<file path="src/rtl/training_sequencer.sv">
// Multi-lane link-training sequence generator: alternating 1/0 preamble then optional sync word.
// Build option: define TRAINING_SYNC_WORD_EN to include the SYNC phase; otherwise PREAMBLE ends the sequence.
module training_sequencer #(
  parameter int LANES      = 1,
  parameter int DIV_WIDTH  = 8,
  parameter int LEN_WIDTH  = 8,
  parameter int SYNC_WIDTH = 16
) (
  input  logic                  clk,
  input  logic                  rst,
  input  logic [DIV_WIDTH-1:0]  clk_div,
  input  logic [LEN_WIDTH-1:0]  preamble_len,
  input  logic [SYNC_WIDTH-1:0] sync_word,
  input  logic [LANES-1:0]      lane_invert,
  input  logic                  start,
  input  logic                  abort,
  output logic                  busy,
  output logic                  done,
  output logic                  aborted,
  output logic                  tx_valid,
  output logic [LANES-1:0]      tx_data,
  output logic [1:0]            phase
);

  localparam int SYNC_CNT_W = $clog2(SYNC_WIDTH + 1);
  localparam int IDX_W      = (LEN_WIDTH > SYNC_CNT_W) ? LEN_WIDTH : SYNC_CNT_W;

  localparam logic [DIV_WIDTH-1:0] DIV_ONE = DIV_WIDTH'(1);
  localparam logic [IDX_W-1:0]     IDX_ONE = IDX_W'(1);

  // Encoding doubles as the phase output value.
  typedef enum logic [1:0] {
    IDLE     = 2'd0,
    PREAMBLE = 2'd1,
    SYNC     = 2'd2
  } state_t;

  state_t                state_q, state_d;
  logic [DIV_WIDTH-1:0]  timer_q, timer_d;
  logic [IDX_W-1:0]      idx_q, idx_d;
  logic [DIV_WIDTH-1:0]  div_q, div_d;
  logic [LEN_WIDTH-1:0]  len_q, len_d;
  logic [LANES-1:0]      inv_q, inv_d;
  logic                  done_d, aborted_d, pat;
  logic                  bit_end, pre_last;

`ifdef TRAINING_SYNC_WORD_EN
  // Shift register: the bit on air is always the MSB.
  logic [SYNC_WIDTH-1:0] sync_q, sync_d;
  logic                  sync_last;
  assign sync_last = (idx_q == IDX_W'(SYNC_WIDTH - 1));
`else
  logic unused_sync;
  assign unused_sync = ^sync_word;
`endif

  // div_q holds max(clk_div,1), so it is never zero while a sequence runs.
  assign bit_end  = (timer_q == div_q - DIV_ONE);
  assign pre_last = (idx_q == IDX_W'(len_q) - IDX_ONE);

  always_comb begin
    // NOTE: every signal assigned here gets a default first so no latch is inferred.
    state_d   = state_q;
    timer_d   = timer_q;
    idx_d     = idx_q;
    div_d     = div_q;
    len_d     = len_q;
    inv_d     = inv_q;
    done_d    = 1'b0;
    aborted_d = 1'b0;
`ifdef TRAINING_SYNC_WORD_EN
    sync_d    = sync_q;
`endif

    unique case (state_q)
      IDLE: begin
        if (start && !abort) begin
          div_d   = (clk_div == '0) ? DIV_ONE : clk_div;
          len_d   = preamble_len;
          inv_d   = lane_invert;
          timer_d = '0;
          idx_d   = '0;
`ifdef TRAINING_SYNC_WORD_EN
          sync_d  = sync_word;
          state_d = (preamble_len != '0) ? PREAMBLE : SYNC;
`else
          if (preamble_len != '0) state_d = PREAMBLE;
          else                    done_d  = 1'b1;
`endif
        end
      end

      PREAMBLE: begin
        if (abort) begin
          state_d   = IDLE;
          timer_d   = '0;
          idx_d     = '0;
          aborted_d = 1'b1;
        end else if (bit_end) begin
          timer_d = '0;
          if (pre_last) begin
            idx_d   = '0;
`ifdef TRAINING_SYNC_WORD_EN
            state_d = SYNC;
`else
            state_d = IDLE;
            done_d  = 1'b1;
`endif
          end else begin
            idx_d = idx_q + IDX_ONE;
          end
        end else begin
          timer_d = timer_q + DIV_ONE;
        end
      end

`ifdef TRAINING_SYNC_WORD_EN
      SYNC: begin
        if (abort) begin
          state_d   = IDLE;
          timer_d   = '0;
          idx_d     = '0;
          aborted_d = 1'b1;
        end else if (bit_end) begin
          timer_d = '0;
          if (sync_last) begin
            state_d = IDLE;
            idx_d   = '0;
            done_d  = 1'b1;
          end else begin
            idx_d  = idx_q + IDX_ONE;
            sync_d = sync_q << 1;
          end
        end else begin
          timer_d = timer_q + DIV_ONE;
        end
      end
`endif

      default: state_d = IDLE;
    endcase

    // Outputs are registered from next-state values so the first bit appears one cycle after start.
    unique case (state_d)
      PREAMBLE: pat = ~idx_d[0];
`ifdef TRAINING_SYNC_WORD_EN
      SYNC:     pat = sync_d[SYNC_WIDTH-1];
`endif
      default:  pat = 1'b0;
    endcase
  end

  always_ff @(posedge clk) begin
    // NOTE: sequential state uses non-blocking assignments so all registers update together.
    if (rst) begin
      state_q  <= IDLE;
      timer_q  <= '0;
      idx_q    <= '0;
      div_q    <= '0;
      len_q    <= '0;
      inv_q    <= '0;
      busy     <= 1'b0;
      done     <= 1'b0;
      aborted  <= 1'b0;
      tx_valid <= 1'b0;
      tx_data  <= '0;
      phase    <= 2'd0;
`ifdef TRAINING_SYNC_WORD_EN
      sync_q   <= '0;
`endif
    end else begin
      state_q  <= state_d;
      timer_q  <= timer_d;
      idx_q    <= idx_d;
      div_q    <= div_d;
      len_q    <= len_d;
      inv_q    <= inv_d;
      busy     <= (state_d != IDLE);
      done     <= done_d;
      aborted  <= aborted_d;
      tx_valid <= (state_d != IDLE);
      tx_data  <= (state_d == IDLE) ? '0 : ({LANES{pat}} ^ inv_d);
      phase    <= state_d;
`ifdef TRAINING_SYNC_WORD_EN
      sync_q   <= sync_d;
`endif
    end
  end

endmodule

</file>
<file path="config.mk">
export PLATFORM = sky130hd
export DESIGN_NAME = training_sequencer
export DESIGN_NICKNAME = d
export VERILOG_FILES = /design/src/rtl/training_sequencer.sv
export SDC_FILE = /design/constraint.sdc
export NUM_CORES = 1
export LEC_CHECK = 0
export CAP_MARGIN = 20
export CORE_ASPECT_RATIO = 1.5
export CORE_MARGIN = 5
export CORE_UTILIZATION = 55
export DETAILED_ROUTE_END_ITERATION = 16
export PLACE_DENSITY = 0.92
export SLEW_MARGIN = 20
export SYNTH_ARGS = -nofsm -noshare
export SYNTH_HDL_FRONTEND = slang
export SYNTH_SLANG_ARGS = --single-unit
</file>
<file path="constraint.sdc">
create_clock -name clk -period 6.35 [get_ports clk]
set_clock_uncertainty 0.2 [all_clocks]
set_input_delay 0.9525 -clock clk [delete_from_list [all_inputs] [get_ports clk]]
set_output_delay 0.9525 -clock clk [all_outputs]
set_load 0.01 [all_outputs]
</file>
==> After elaboration in Yosys (flattened, before gate mapping) <==
Cells that the tools add are included.
Widths: inputs -> output; s select.
{ "totals": {"ff_bits": 39, "inputBits": 37} }
{ "op_classes": {"addsub": 4, "n_eq_ne": 6, "muxes": 26, "n_bitwise": 3, "reduce_logical": 13} }
{ "ops": {"columns": ["op", "count"], "rows": [
  ["$mux 8", 8],
  ["$pmux 8 s2", 2],
  ["$add 8x1->8 const B", 2],
  ["$eq 8x8->1", 2],
  ["$sub 8x1->8 const B", 2],
  ["$mux 2", 5],
  ["$mux 1", 9],
  ["$logic_not 8->1", 1],
  ["$reduce_bool 8->1", 1],
  ["$eq 2x1->1 const B", 2],
  ["$logic_not 2->1", 2],
  ["$pmux 2 s2", 1],
  ["$reduce_and 2->1", 2],
  ["$reduce_bool 2->1", 2],
  ["$reduce_or 2->1", 2],
  ["$ne 3x3->1 const B", 1],
  ["$reduce_and 3->1", 1],
  ["$ne 2x2->1 const B", 1],
  ["$not 1->1", 2],
  ["$pmux 1 s2", 1],
  ["$logic_and 1x1->1", 1],
  ["$logic_not 1->1", 1],
  ["$xor 1x1->1", 1]
]} }

==> Logic depth before layout (Yosys ltp) <==
{ "logic_depth": {"word_depth": 9, "mapped_depth": 10} }

==> Worst setup path before layout <==
Ideal clock, no wire load.
{ "synth_timing": {"path_kind": "in2reg", "from": "in abort", "to": "reg tx_data", "setup_time_ns": 0.103, "arrival_time_ns": 2.584, "slack_ns": 3.463, "path_stages": 7, "path_buffers": 0, "cell_sequence": "nand2b_1 > nor3_2 > mux2_2 > nor3_1 > mux2i_1 > o311a_1 > a2111oi_2"} }
{ "synth_via": {"elab_chain_cells": 7} }
{ "synth_lines": {"columns": ["item", "line_no", "source"], "rows": [
  ["start: declaration", "16", "input logic abort,"],
  ["$logic_not 1->1", "77", "if (start && !abort) begin"],
  ["$logic_and 1x1->1", "77", null],
  ["$mux 2 or $mux 8 (tied branches)", "77", null],
  ["$pmux 2 s2 or $pmux 8 s2 (tied branches)", "75", "unique case (state_q)"],
  ["$eq 2x1->1 or $not 1->1 (tied branches)", "144, 145", null],
  ["$mux 1", "144", "unique case (state_d)"],
  ["$xor 1x1->1", "182", "tx_data <= (state_d == IDLE) ? '0 : ({LANES{pat}} ^ inv_d);"],
  ["end signal: assignment", "182", null],
  ["end: declaration", "21", "output logic [LANES-1:0] tx_data,"]
]} }
Parallel ways exist; a longest one is shown, timed or not. The select of a mux whose other input is x is not followed.
A chain may end at the register's enable or synchronous reset.

==> Worst setup path after layout <==
Ends and elaborated chain as after synthesis.

==> results.toml <==
[finish]
final_core_util_pct = 65.07
nets = 348
antennaDiodeCount = 0
area_growth_pct = 17.23
drive_gt1_share_pct = 6.818

[power]
ir_drop_uv = 278.7
p_leak_nw = 0.9385
p_total_mw = 0.5699
powerDensity_mw_per_mm2 = 209.9

[job]
drv_cap = 0

[global_route]
grt_pass1_vias = 2047
gr-usage-all-layers_pct = 19.64
grt_overflow = 0
grt_max_degree = 33
grt_pass1_wl_mm = 8.935
antenna_found_initial = 0

[cts]
cts_tree = "done"
clk_pin_slew_ps = 80
cts_made_buffers = 5
htreeDepth = 2
clkSinkCount = 39
cts_resized = 0
clock_path_buffers = 2
ctsHoldBuffers = 0
worst_skew_pair.late_latency_ps = 300
cts_root_buf = "clkbuf_8"
cts_setup_buffers = 0

[worst_hold_path]
hold_start = "len_q[7]"
hold_class = "reg -> reg"

[worst_setup_path]
reg2reg_from = "div_q[0]"
slowest_delay_ps = 570
worstSetupStartpoint = "abort"
cp_slowest_cell = "nor3_4"
cp-start-kind = "input port"
cp-end-kind = "flop"
worst-setup-path-type = "in -> reg"
path_max_fanout = 19
worstPathArrival_ps = 3480
required_ps = 6360
worstPathCellList = "clkdlybuf4s50_1, nand2b_1, nor3_4, mux2_2, nor3_1, mux2i_1, o311a_1, a2111oi_2"

[drt]
routed_via_density = 5.929
drtPass1Iterations = 4
ant_nets = 0
routed_wl_mm = 5.276
drt_iter0_drc = 137
drc = 0
wl_per_cell_um = 14.90
vias = 2099

[run_status]
status = "finished clean"

[synth]
synth.cells.most_frequent = "46 x nand2_1, 39 x dfxtp_1, 26 x a21oi_1"
synth_edf_count = 0
synthArstFlopShare_pct = 0
netlist.area_leader.share_pct = 33.71
synthFlopType = "dfxtp_1"
synthCells = 287
synth.largest_area_cell = "dfxtp_1"
synth.ff_latch_count = 39
netlist-cell-type-count = 50
yosysSeqAreaShare_pct = 33.71
avgSynthCellArea_um2 = 8.070
netlist_area_mm2 = 0.002316
syn-num-nets = 328
synth.area.top_cells = "dfxtp_1 34%, nand2_1 7.5%, a21oi_1 5.6%"
synth.most_common_cell = "nand2_1"
yosysWarnings = 0

[sta]
setup_violations = 0
hold_ws_ps = 287.0
fin_crit_sh_pct = 54.64
hold_viol = 0
slew-limit-headroom_pct = 53.05
finalMaxSlewViolations = 0
tns_ps = 0
rsz0062_at_grt = "no"
timing.fmax_ghz = 0.2882
period_needed_ps = 3470
setup_slack_ps = 2880
tightest_slew_ps = 701.9

[floorplanning]
die_height_um = 89.48
start_util_pct = 55.50
die_w_um = 62.99
core_area_mm2 = 0.004173
num_io_pins = 44
dieArea_mm2 = 0.005636
rows = 29

[place]
port_buffers = 27
dp_slack_ps = 2284
gp_congestion = 0.8904
dp_hpwl_mm = 3.836
==> placed cells by master, fill, tap and decap left out, types with 3 or more instances in the layout <==
cell	count
nor4_1	4
nand4_1	5
o21bai_1	3
nor3b_1	3
mux2i_1	4
inv_1	9
nor2b_1	3
nand2_1	46
xor2_1	12
ha_1	4
clkbuf_8	5
a211oi_1	8
dfxtp_1	39
and3_1	4
nand3_1	7
nand2b_1	10
nor2_1	20
or4_1	4
a311oi_1	6
clkdlybuf4s50_1	26
nor3_1	11
xnor2_1	14
a21oi_1	26
==> critical path, delay by kind of cell <==
family,cells,cell delay [ps]
and+or+nand+nor,3,1010
AOI/OAI and AO/OA,2,490
muxes,2,520
buffers and inverters,1,490
==> per-layer routing <==
| metal | up-vias | routed length [um] | global-route usage, % |
|---|---|---|---|
| li1 | 1056 | - | - |
| met3 | 12 | 125 | 3.648 |
| met2 | 32 | 2934 | 36.60 |
| met5 | - | 0 | 0 |
| met1 | 999 | 2086 | 20.12 |
| met4 | 0 | 129 | 12.16 |
==> worst paths after layout <==
kind         cells past startpoint        to  slack, ps
max                              8   tx_data       2880
min                              2  len_q[7]        290
max reg2reg                      9  idx_q[7]       3340
min reg2reg                      2  len_q[7]        290
==> flip-flops by register name (all words and copies together) (netlist names) <==
signal    cells
tx_data       1
inv_q         1
state_q       2
idx_q         8
done          1
aborted       1
len_q         8
timer_q       8
div_q         8
tx_valid      1
==> metrics by stage <==
step / instances / area, um2
floorplan: 287 / 2316
global placement: 346 / 2577
detailed placement: 346 / 2577
CTS: 354 / 2714
global route: 354 / 2715
finish: 354 / 2715
==> layout make-up <==
cell class,count,area [um2]
Timing Repair Buffer,27,265.3
Multi-Input combinational cell,225,1441
Sequential cell,39,780.7
Clock buffer,5,68.82
Clock inverter,3,67.56
Tap cell,46,57.56
Fill cell,346,1458
Inverter,9,33.78
==> where the power goes <==
group          internal [mW]  total [mW]  leakage (nW)  switching, mW
sequential             0.249       0.256         0.316        0.00733
clock                  0.157       0.248        0.0644         0.0918
combinational         0.0310      0.0653         0.558         0.0343
total                  0.436       0.570         0.939          0.133
==> cell families after synthesis <==
group                    after synthesis  synth area share [%]
AND/OR/NAND/NOR                      126                 27.39
other                                  1                0.1619
flip-flops                            39                 33.71
adder cells (fa/ha/maj)                4                 2.161
buffers and inverters                 23                 4.322
AO/OA/AOI/OAI                         62                 19.72
XOR/XNOR                              26                 9.833
multiplexers                           6                 2.701
No activity file was read; power rests on OpenSTA's default activity.
